===== src/rtl/signals_vddh_pkg.sv =====
// Shared types and default phase lengths for the VDDH array timing sequencer.
package signals_vddh_pkg;

  typedef enum logic [2:0] {
    ST_IDLE  = 3'd0,
    ST_PRE   = 3'd1,
    ST_GAP1  = 3'd2,
    ST_DVLP  = 3'd3,
    ST_GAP2  = 3'd4,
    ST_SENSE = 3'd5,
    ST_WRITE = 3'd6,
    ST_FIN   = 3'd7
  } state_e;

  localparam int DEF_CNT_W       = 8;
  localparam int DEF_PRE_CYCLES  = 4;
  localparam int DEF_DVLP_CYCLES = 6;
  localparam int DEF_SA_CYCLES   = 3;
  localparam int DEF_WR_CYCLES   = 10;
  localparam int DEF_GAP_CYCLES  = 1;

  function automatic logic is_read_phase(state_e s);
    return (s == ST_PRE) || (s == ST_GAP1) || (s == ST_DVLP) ||
           (s == ST_GAP2) || (s == ST_SENSE);
  endfunction

endpackage


===== src/rtl/signals_vddh_phase_cnt.sv =====
// Loadable saturating down-counter timing one sequencer phase; zero marks the last cycle.
module signals_vddh_phase_cnt #(
  parameter int CNT_W = 8
) (
  input  logic             CLK,
  input  logic             RST_N,
  input  logic             load,
  input  logic [CNT_W-1:0] load_val,
  output logic             zero
);

  logic [CNT_W-1:0] cnt_q;

  always_ff @(posedge CLK or negedge RST_N) begin
    if (!RST_N) begin
      cnt_q <= '0;
    end else if (load) begin
      cnt_q <= load_val;
    end else if (cnt_q != '0) begin
      cnt_q <= cnt_q - 1'b1;
    end
  end

  assign zero = (cnt_q == '0);

endmodule


===== src/rtl/signals_vddh_seq.sv =====
// VDDH array timing sequencer: read/write requests to ordered, non-overlapping control pulses.
// Macro SIGNALS_VDDH_DUMMY_GATE_EN gates dummy_en to read phases; otherwise it is 1 out of reset.
//
// state    | meaning
// ST_IDLE  | waiting for START
// ST_PRE   | bitline precharge
// ST_GAP1  | guard between precharge and develop
// ST_DVLP  | bitline develop
// ST_GAP2  | guard between develop and sense
// ST_SENSE | sense-amp enabled
// ST_WRITE | write driver enabled
// ST_FIN   | one-cycle DONE
module signals_vddh_seq
  import signals_vddh_pkg::*;
#(
  parameter int CNT_W       = DEF_CNT_W,
  parameter int PRE_CYCLES  = DEF_PRE_CYCLES,
  parameter int DVLP_CYCLES = DEF_DVLP_CYCLES,
  parameter int SA_CYCLES   = DEF_SA_CYCLES,
  parameter int WR_CYCLES   = DEF_WR_CYCLES,
  parameter int GAP_CYCLES  = DEF_GAP_CYCLES
) (
  input  logic CLK,
  input  logic RST_N,
  input  logic START,
  input  logic RW,
  input  logic ABORT,
  output logic BUSY,
  output logic DONE,
  output logic WRITE_VDDH,
  output logic READ_VDDH,
  output logic PRE_H,
  output logic DVLP_H,
  output logic SA_EN_H,
  output logic dummy_en
);

  localparam int MAX_LEN = (1 << CNT_W) - 1;

  if ((PRE_CYCLES < 1) || (PRE_CYCLES > MAX_LEN)) begin : g_bad_pre
    $error("signals_vddh_seq: PRE_CYCLES out of range");
  end
  if ((DVLP_CYCLES < 1) || (DVLP_CYCLES > MAX_LEN)) begin : g_bad_dvlp
    $error("signals_vddh_seq: DVLP_CYCLES out of range");
  end
  if ((SA_CYCLES < 1) || (SA_CYCLES > MAX_LEN)) begin : g_bad_sa
    $error("signals_vddh_seq: SA_CYCLES out of range");
  end
  if ((WR_CYCLES < 1) || (WR_CYCLES > MAX_LEN)) begin : g_bad_wr
    $error("signals_vddh_seq: WR_CYCLES out of range");
  end
  if ((GAP_CYCLES < 0) || (GAP_CYCLES > MAX_LEN)) begin : g_bad_gap
    $error("signals_vddh_seq: GAP_CYCLES out of range");
  end

  localparam logic [CNT_W-1:0] PRE_LOAD  = CNT_W'(PRE_CYCLES - 1);
  localparam logic [CNT_W-1:0] DVLP_LOAD = CNT_W'(DVLP_CYCLES - 1);
  localparam logic [CNT_W-1:0] SA_LOAD   = CNT_W'(SA_CYCLES - 1);
  localparam logic [CNT_W-1:0] WR_LOAD   = CNT_W'(WR_CYCLES - 1);
  localparam logic [CNT_W-1:0] GAP_LOAD  = CNT_W'((GAP_CYCLES > 0) ? GAP_CYCLES - 1 : 0);
  localparam bit               HAS_GAP   = (GAP_CYCLES > 0);

  state_e           state_q, state_d;
  logic             cnt_load;
  logic [CNT_W-1:0] cnt_val;
  logic             cnt_zero;

  signals_vddh_phase_cnt #(.CNT_W(CNT_W)) u_phase_cnt (
    .CLK      (CLK),
    .RST_N    (RST_N),
    .load     (cnt_load),
    .load_val (cnt_val),
    .zero     (cnt_zero)
  );

  always_ff @(posedge CLK or negedge RST_N) begin
    if (!RST_N) state_q <= ST_IDLE;
    else        state_q <= state_d;
  end

  always_comb begin
    state_d  = state_q;
    cnt_load = 1'b0;
    cnt_val  = '0;
    case (state_q)
      ST_IDLE: begin
        if (START && !ABORT) begin
          cnt_load = 1'b1;
          if (RW) begin
            state_d = ST_WRITE;
            cnt_val = WR_LOAD;
          end else begin
            state_d = ST_PRE;
            cnt_val = PRE_LOAD;
          end
        end
      end
      ST_PRE: begin
        if (cnt_zero) begin
          cnt_load = 1'b1;
          state_d  = HAS_GAP ? ST_GAP1 : ST_DVLP;
          cnt_val  = HAS_GAP ? GAP_LOAD : DVLP_LOAD;
        end
      end
      ST_GAP1: begin
        if (cnt_zero) begin
          cnt_load = 1'b1;
          state_d  = ST_DVLP;
          cnt_val  = DVLP_LOAD;
        end
      end
      ST_DVLP: begin
        if (cnt_zero) begin
          cnt_load = 1'b1;
          state_d  = HAS_GAP ? ST_GAP2 : ST_SENSE;
          cnt_val  = HAS_GAP ? GAP_LOAD : SA_LOAD;
        end
      end
      ST_GAP2: begin
        if (cnt_zero) begin
          cnt_load = 1'b1;
          state_d  = ST_SENSE;
          cnt_val  = SA_LOAD;
        end
      end
      ST_SENSE: if (cnt_zero) state_d = ST_FIN;
      ST_WRITE: if (cnt_zero) state_d = ST_FIN;
      ST_FIN:   state_d = ST_IDLE;
      default:  state_d = ST_IDLE;
    endcase
    // Abort wins over any phase completion decided above.
    if (ABORT && (state_q != ST_IDLE)) begin
      state_d  = ST_IDLE;
      cnt_load = 1'b0;
    end
  end

  // Outputs register the decode of the next state so they line up with state_q, glitch-free.
  always_ff @(posedge CLK or negedge RST_N) begin
    if (!RST_N) begin
      BUSY       <= 1'b0;
      DONE       <= 1'b0;
      WRITE_VDDH <= 1'b0;
      READ_VDDH  <= 1'b0;
      PRE_H      <= 1'b0;
      DVLP_H     <= 1'b0;
      SA_EN_H    <= 1'b0;
      dummy_en   <= 1'b0;
    end else begin
      BUSY       <= (state_d != ST_IDLE) && (state_d != ST_FIN);
      DONE       <= (state_d == ST_FIN);
      WRITE_VDDH <= (state_d == ST_WRITE);
      READ_VDDH  <= is_read_phase(state_d);
      PRE_H      <= (state_d == ST_PRE);
      DVLP_H     <= (state_d == ST_DVLP);
      SA_EN_H    <= (state_d == ST_SENSE);
`ifdef SIGNALS_VDDH_DUMMY_GATE_EN
      dummy_en   <= is_read_phase(state_d);
`else
      dummy_en   <= 1'b1;
`endif
    end
  end

endmodule

===== config.mk =====
export PLATFORM = sky130hd
export DESIGN_NAME = signals_vddh_seq
export DESIGN_NICKNAME = d
export VERILOG_FILES = /design/src/rtl/signals_vddh_pkg.sv /design/src/rtl/signals_vddh_phase_cnt.sv /design/src/rtl/signals_vddh_seq.sv
export SDC_FILE = /design/constraint.sdc
export NUM_CORES = 1
export LEC_CHECK = 0
export CORE_MARGIN = 2
export CORE_UTILIZATION = 57
export DETAILED_ROUTE_END_ITERATION = 10
export GPL_TIMING_DRIVEN = 1
export PLACE_DENSITY = 0.9
export SLEW_MARGIN = 15
export SYNTH_ARGS = -nofsm -noshare
export SYNTH_HDL_FRONTEND = slang
export SYNTH_SLANG_ARGS = --single-unit

===== constraint.sdc =====
create_clock -name CLK -period 3.4 [get_ports CLK]
set_input_delay 0.34 -clock CLK [delete_from_list [all_inputs] [get_ports CLK]]
set_output_delay 0.34 -clock CLK [all_outputs]
set_load 0.02 [all_outputs]

Word level (Yosys, flattened, before mapping)
Cells that the tools add are included.
- add/sub/neg operators: 1
- mux-type cells: 20
- equality and inequality tests: 15
- reduce and logical (&&, ||, !) cells: 16
- operator list (operator ; number):
    3-bit 2-to-1 mux ; 9
    3-bit == test (second input constant) ; 8
    3-bit one-hot mux with 7 select lines ; 1
    8-bit 2-to-1 mux ; 2
    3-bit by 2-bit == test with 1-bit output (second input constant) ; 4
    4-bit one-hot mux with 3 select lines ; 1
    8-bit logical NOT ; 1
    4-bit 2-to-1 mux ; 2
    8-bit nonzero test ; 1
    8-bit by 1-bit subtractor with 8-bit output (second input constant) ; 1
    3-bit by 1-bit == test with 1-bit output (second input constant) ; 2
    3-bit nonzero test ; 2
    1-bit logical OR ; 4
    4-bit OR reduction ; 1
    1-bit logical AND ; 3
    3-bit logical NOT ; 1
    1-bit 2-to-1 mux ; 3
    3-bit inequality test (second input constant) ; 1
    2-bit 2-to-1 mux ; 1
    1-bit one-hot mux with 2 select lines ; 1
    2-bit nonzero test ; 1
    2-bit OR reduction ; 1
    1-bit logical NOT ; 1
- output and inout bits: 8
- register bits after elaboration: 19
- bits of input ports: 5

Longest topological paths before layout
- word-level depth: 10
- depth in mapped cells: 7
- mapped depth without buffers: 7

Cells and area by module
A second synthesis with hierarchy kept.
- cell total of the unflattened synthesis: 123
- area total of the unflattened synthesis: 1124.8 um^2
- modules (own cells, without submodules) (module ; times used ; cells each ; area each (um^2)):
    signals_vddh_seq ; 1 ; 69 ; 648.1
    signals_vddh_phase_cnt ; 1 ; 54 ; 476.7

Least setup slack after synthesis
OpenSTA, ideal clock, no wires.
- kind: register -> register
- start point: register u_phase_cnt.cnt_q[0]
- end point: register u_phase_cnt.cnt_q[4]
- period minus slack after synthesis: 1.960 ns
- stages on the path, launching flop included: 8
- buffers on the path: 0
- setup time: 0.121 ns
- slack: 1.440 ns
- data required time: 3.279 ns
- arrival: 1.839 ns
- path through: dfrtp_1 > inv_1 > ha_1 > or3b_2 > or3_1 > a21o_1 > a21oi_4 > nor2_1
- cells in the longest elaborated chain, start to end: 5
- elaborated cells on any way between the ends: 9
- ends and longest elaborated chain (what ; line ; text):
    start: declaration ; signals_vddh_phase_cnt.sv:12 ; logic [CNT_W-1:0] cnt_q;
    start signal: assignment ; signals_vddh_phase_cnt.sv:18 ; cnt_q <= load_val;
    start signal: assignment ; signals_vddh_phase_cnt.sv:20 ; cnt_q <= cnt_q - 1'b1;
    branches (longest 5 deep; another with 8-bit by 1-bit subtractor with 8-bit output) ; -- ;
Parallel ways; which one is timed is not known. The select of a mux whose other input is x is not followed.
A chain may end at the register's enable or synchronous reset.

Worst setup path after layout
- start point: register u_phase_cnt.cnt_q[0]
- end point: register BUSY
- cells in the longest elaborated chain, start to end: 6
- elaborated cells on any way between the ends: 11
- ends and longest elaborated chain (what ; line ; text):
    8-bit logical NOT (*) ; signals_vddh_phase_cnt.sv:24 ; assign zero = (cnt_q == '0);
    3-bit 2-to-1 mux, on equally long branches ; -- ;
    3-bit one-hot mux with 7 select lines (*) ; signals_vddh_seq.sv:85 ; case (state_q)
    3-bit 2-to-1 mux (*) ; signals_vddh_seq.sv:132 ; if (ABORT && (state_q != ST_IDLE)) begin
    net state_d[2] ; signals_vddh_seq.sv:63 ; state_e state_q, state_d;
    3-bit inequality test or 3-bit nonzero test (tied branches) ; signals_vddh_seq.sv:150 ; BUSY <= (state_d != ST_IDLE) && (state_d != ST_FIN);
    1-bit logical AND (*) ; signals_vddh_seq.sv:150 ;
    end signal: assignment ; signals_vddh_seq.sv:150 ;
    end: declaration ; signals_vddh_seq.sv:28 ; output logic BUSY,
The timed path passes the listed nets; every way through them passes the cells marked *.

==> reports/summary.txt <==
Status - finished clean
Routed WL - 2.09 mm
Synth top area share - 0.462
Worst setup EP type - register
Vias per std cell - 5.81
Slew Limit Fails - 0
Largest net degree at the start of global routing - 20
Worst min path class - input port to async pin
Final worst path period need - 2.26 ns
Final Cell Area - 1190 µm²
Worst Setup Path Type - register to register
DP Area - 1160 µm²
Area added between synthesis and finish - 15.7%
DRC violation count after routing - 0
Clk_lat worst skew - 0.30 ns
Final net count - 128
CP Launch Point - u_phase_cnt.cnt_q[0]
Final hold vios - 0
Syn_nets - 115
Max Fanout on Critical Path - 8
F_max - 442 MHz
Pwr Total - 0.00104 W
Initial antenna violation count - 0
Clk slew on worst S/H paths - 0.11 ns
CP arrival - 2.45 ns
Die H - 46.5 µm
Largest area contributor in the netlist - dfrtp_1
Crit start category - register
DIE WIDTH - 46.5 µm
Skew final - 0.00587 ns
Num ports - 13
Reg2reg start - u_phase_cnt.cnt_q[0]
Post-synth EDFFs - 0
# H-tree levels - 1
Clk sinks - 19
Ys async rst share - 1.00
R2R depth - 7
Antenna Nets Post-Route - 0
Top cells by area, synth - dfrtp_1 (46%), nor2_1 (5.5%), nand2_1 (4.0%)
CTS tree - done
Syn. warnings - 0
Post-CTS setup buffers - 0
Filler Cell Count - 118
Root Driver - clkbuf_4
Post-CTS Hold Buffers - 0
Seq/Total Area, Yosys - 0.462
Synth Cell Area - 1030 µm²
PD cells - 878 nW/µm²
Avg WL per Cell - 14.4 µm
RD Place Congestion - 0.892
FF+latch count, synth - 19
Fin Setup TNS - 0 ns
Final period utilization - 0.665
HPWL after detailed placement - 1.53 mm
First-pass GRT wire length - 3.44 mm
Clock Tree Buf Depth - 2
Gr usage total - 0.232
Starting Density - 0.602
DRT iter0 DRCs - 46
Ys flop type - dfrtp_1
Smallest hold slack - 0.503 ns
Max IR drop VDD - 570 µV
TritonRoute pass-1 iters - 4
RSZ-0062 raised after global routing - false
Total CTS buffers - 3
Most common cell in the synthesized netlist - dfrtp_1
Reg2reg setup slack - 1.14 ns
Via count - 842
Row cnt - 15
CP Data Required Time - 3.59 ns
Total gr overflow - 0
# diodes - 0
# resized after CTS - 0
MaxCap Viol Count - 0
Max-slew headroom - 0.441
Layout cells sized above 1 - 0.0917
Core area - 1710 µm²
Leak pwr - 0.503 nW
DIE AREA - 2160 µm²
Setup-failing EPs final - 0
Worst-Margin Slew - 0.836 ns
Number of standard cells after synthesis - 108
R2R Path End - BUSY
Yosys cell types - 37
Vias in the first global route - 750
PortBufs - 12
Post-synth top cells - dfrtp_1 (19), nor2_1 (15), nand2_1 (11), nand3_1 (6)
Avg Cell Area, Syn - 9.52 µm²
[registers in the layout (all words and copies together) (netlist names)]
register           flops
BUSY                   1
DONE                   1
DVLP_H                 1
PRE_H                  1
READ_VDDH              1
SA_EN_H                1
WRITE_VDDH             1
dummy_en               1
state_q                3
u_phase_cnt.cnt_q      8
[critical path: stages, from the launching register on]
cell and delay (ns):
dfrtp_1 0.44, inv_1 0.10, ha_1 0.17, nor3b_1 0.35
nand2_1 0.25, o311ai_2 0.52, and3_1 0.26, nor2_1 0.04
[worst max path at each step]
stage                            to  slack, ns  cells past startpoint
3_5_place_dp              READ_VDDH       1.12                      6
6_report                       BUSY       1.14                      7
5_1_grt                        BUSY       0.94                      7
4_1_cts                        BUSY       1.18                      7
3_3_place_gp              READ_VDDH       1.19                      6
2_1_floorplan  u_phase_cnt.cnt_q[4]       1.44                      7
[final cells by class]
cell class	instances	area [µm²]	area share
clock buffers	3	22.5	0.0189
clock inverters	1	5.00	0.00421
inverters	5	18.8	0.0158
multi-input cells	80	517	0.434
flip-flops and latches	19	475	0.400
well taps	25	31.3	0.0263
repair buffers	12	120	0.101
[per-stage QoR]
step,util,setup WS [ns],instances
CTS,0.697,1.18,145
detailed placement,0.681,1.12,141
floorplan,-,1.44,108
global route,0.697,0.944,145
finish,0.697,1.14,145
global placement,0.681,1.19,141
[cell families (layout without fill, tap and decap cells)]
logic type | count (synthesis) | count (layout) | share of synthesized area
compound gates | 20 | 20 | 0.163
simple gates | 52 | 52 | 0.269
xor+xnor | 5 | 5 | 0.0426
other cells | 1 | 1 | 0.00365
buf+inv | 9 | 21 | 0.0353
flops | 19 | 19 | 0.462
fa+ha+maj | 2 | 2 | 0.0243
[power breakdown]
part / leakage, nW / switching (W) / total (W) / internal [W]
Clock: 0.0177 / 0.0000712 / 0.000115 / 0.0000439
Sequential: 0.243 / 0.000114 / 0.000426 / 0.000312
Combinational: 0.243 / 0.000276 / 0.000504 / 0.000228
[routing by layer]
metal	global-route usage	routed length, µm
met2	0.333	984
met5	0	0
met4	0.103	44
met3	0.0235	118
met1	0.351	943
[placed cells by master, fill, tap and decap left out, drive strengths merged, types with 3 or more instances in the layout]
cell type / netlist / routed
inv: 5 / 5
a21oi: 4 / 4
nand3: 6 / 6
dfrtp: 19 / 19
xnor2: 3 / 3
nor2b: 3 / 3
nand2: 11 / 11
clkbuf: 3 / 3
o21ai: 5 / 5
clkdlybuf4s50: 0 / 12
nor2: 15 / 15
nor3: 5 / 5
Power figures use the tool's default switching activity.
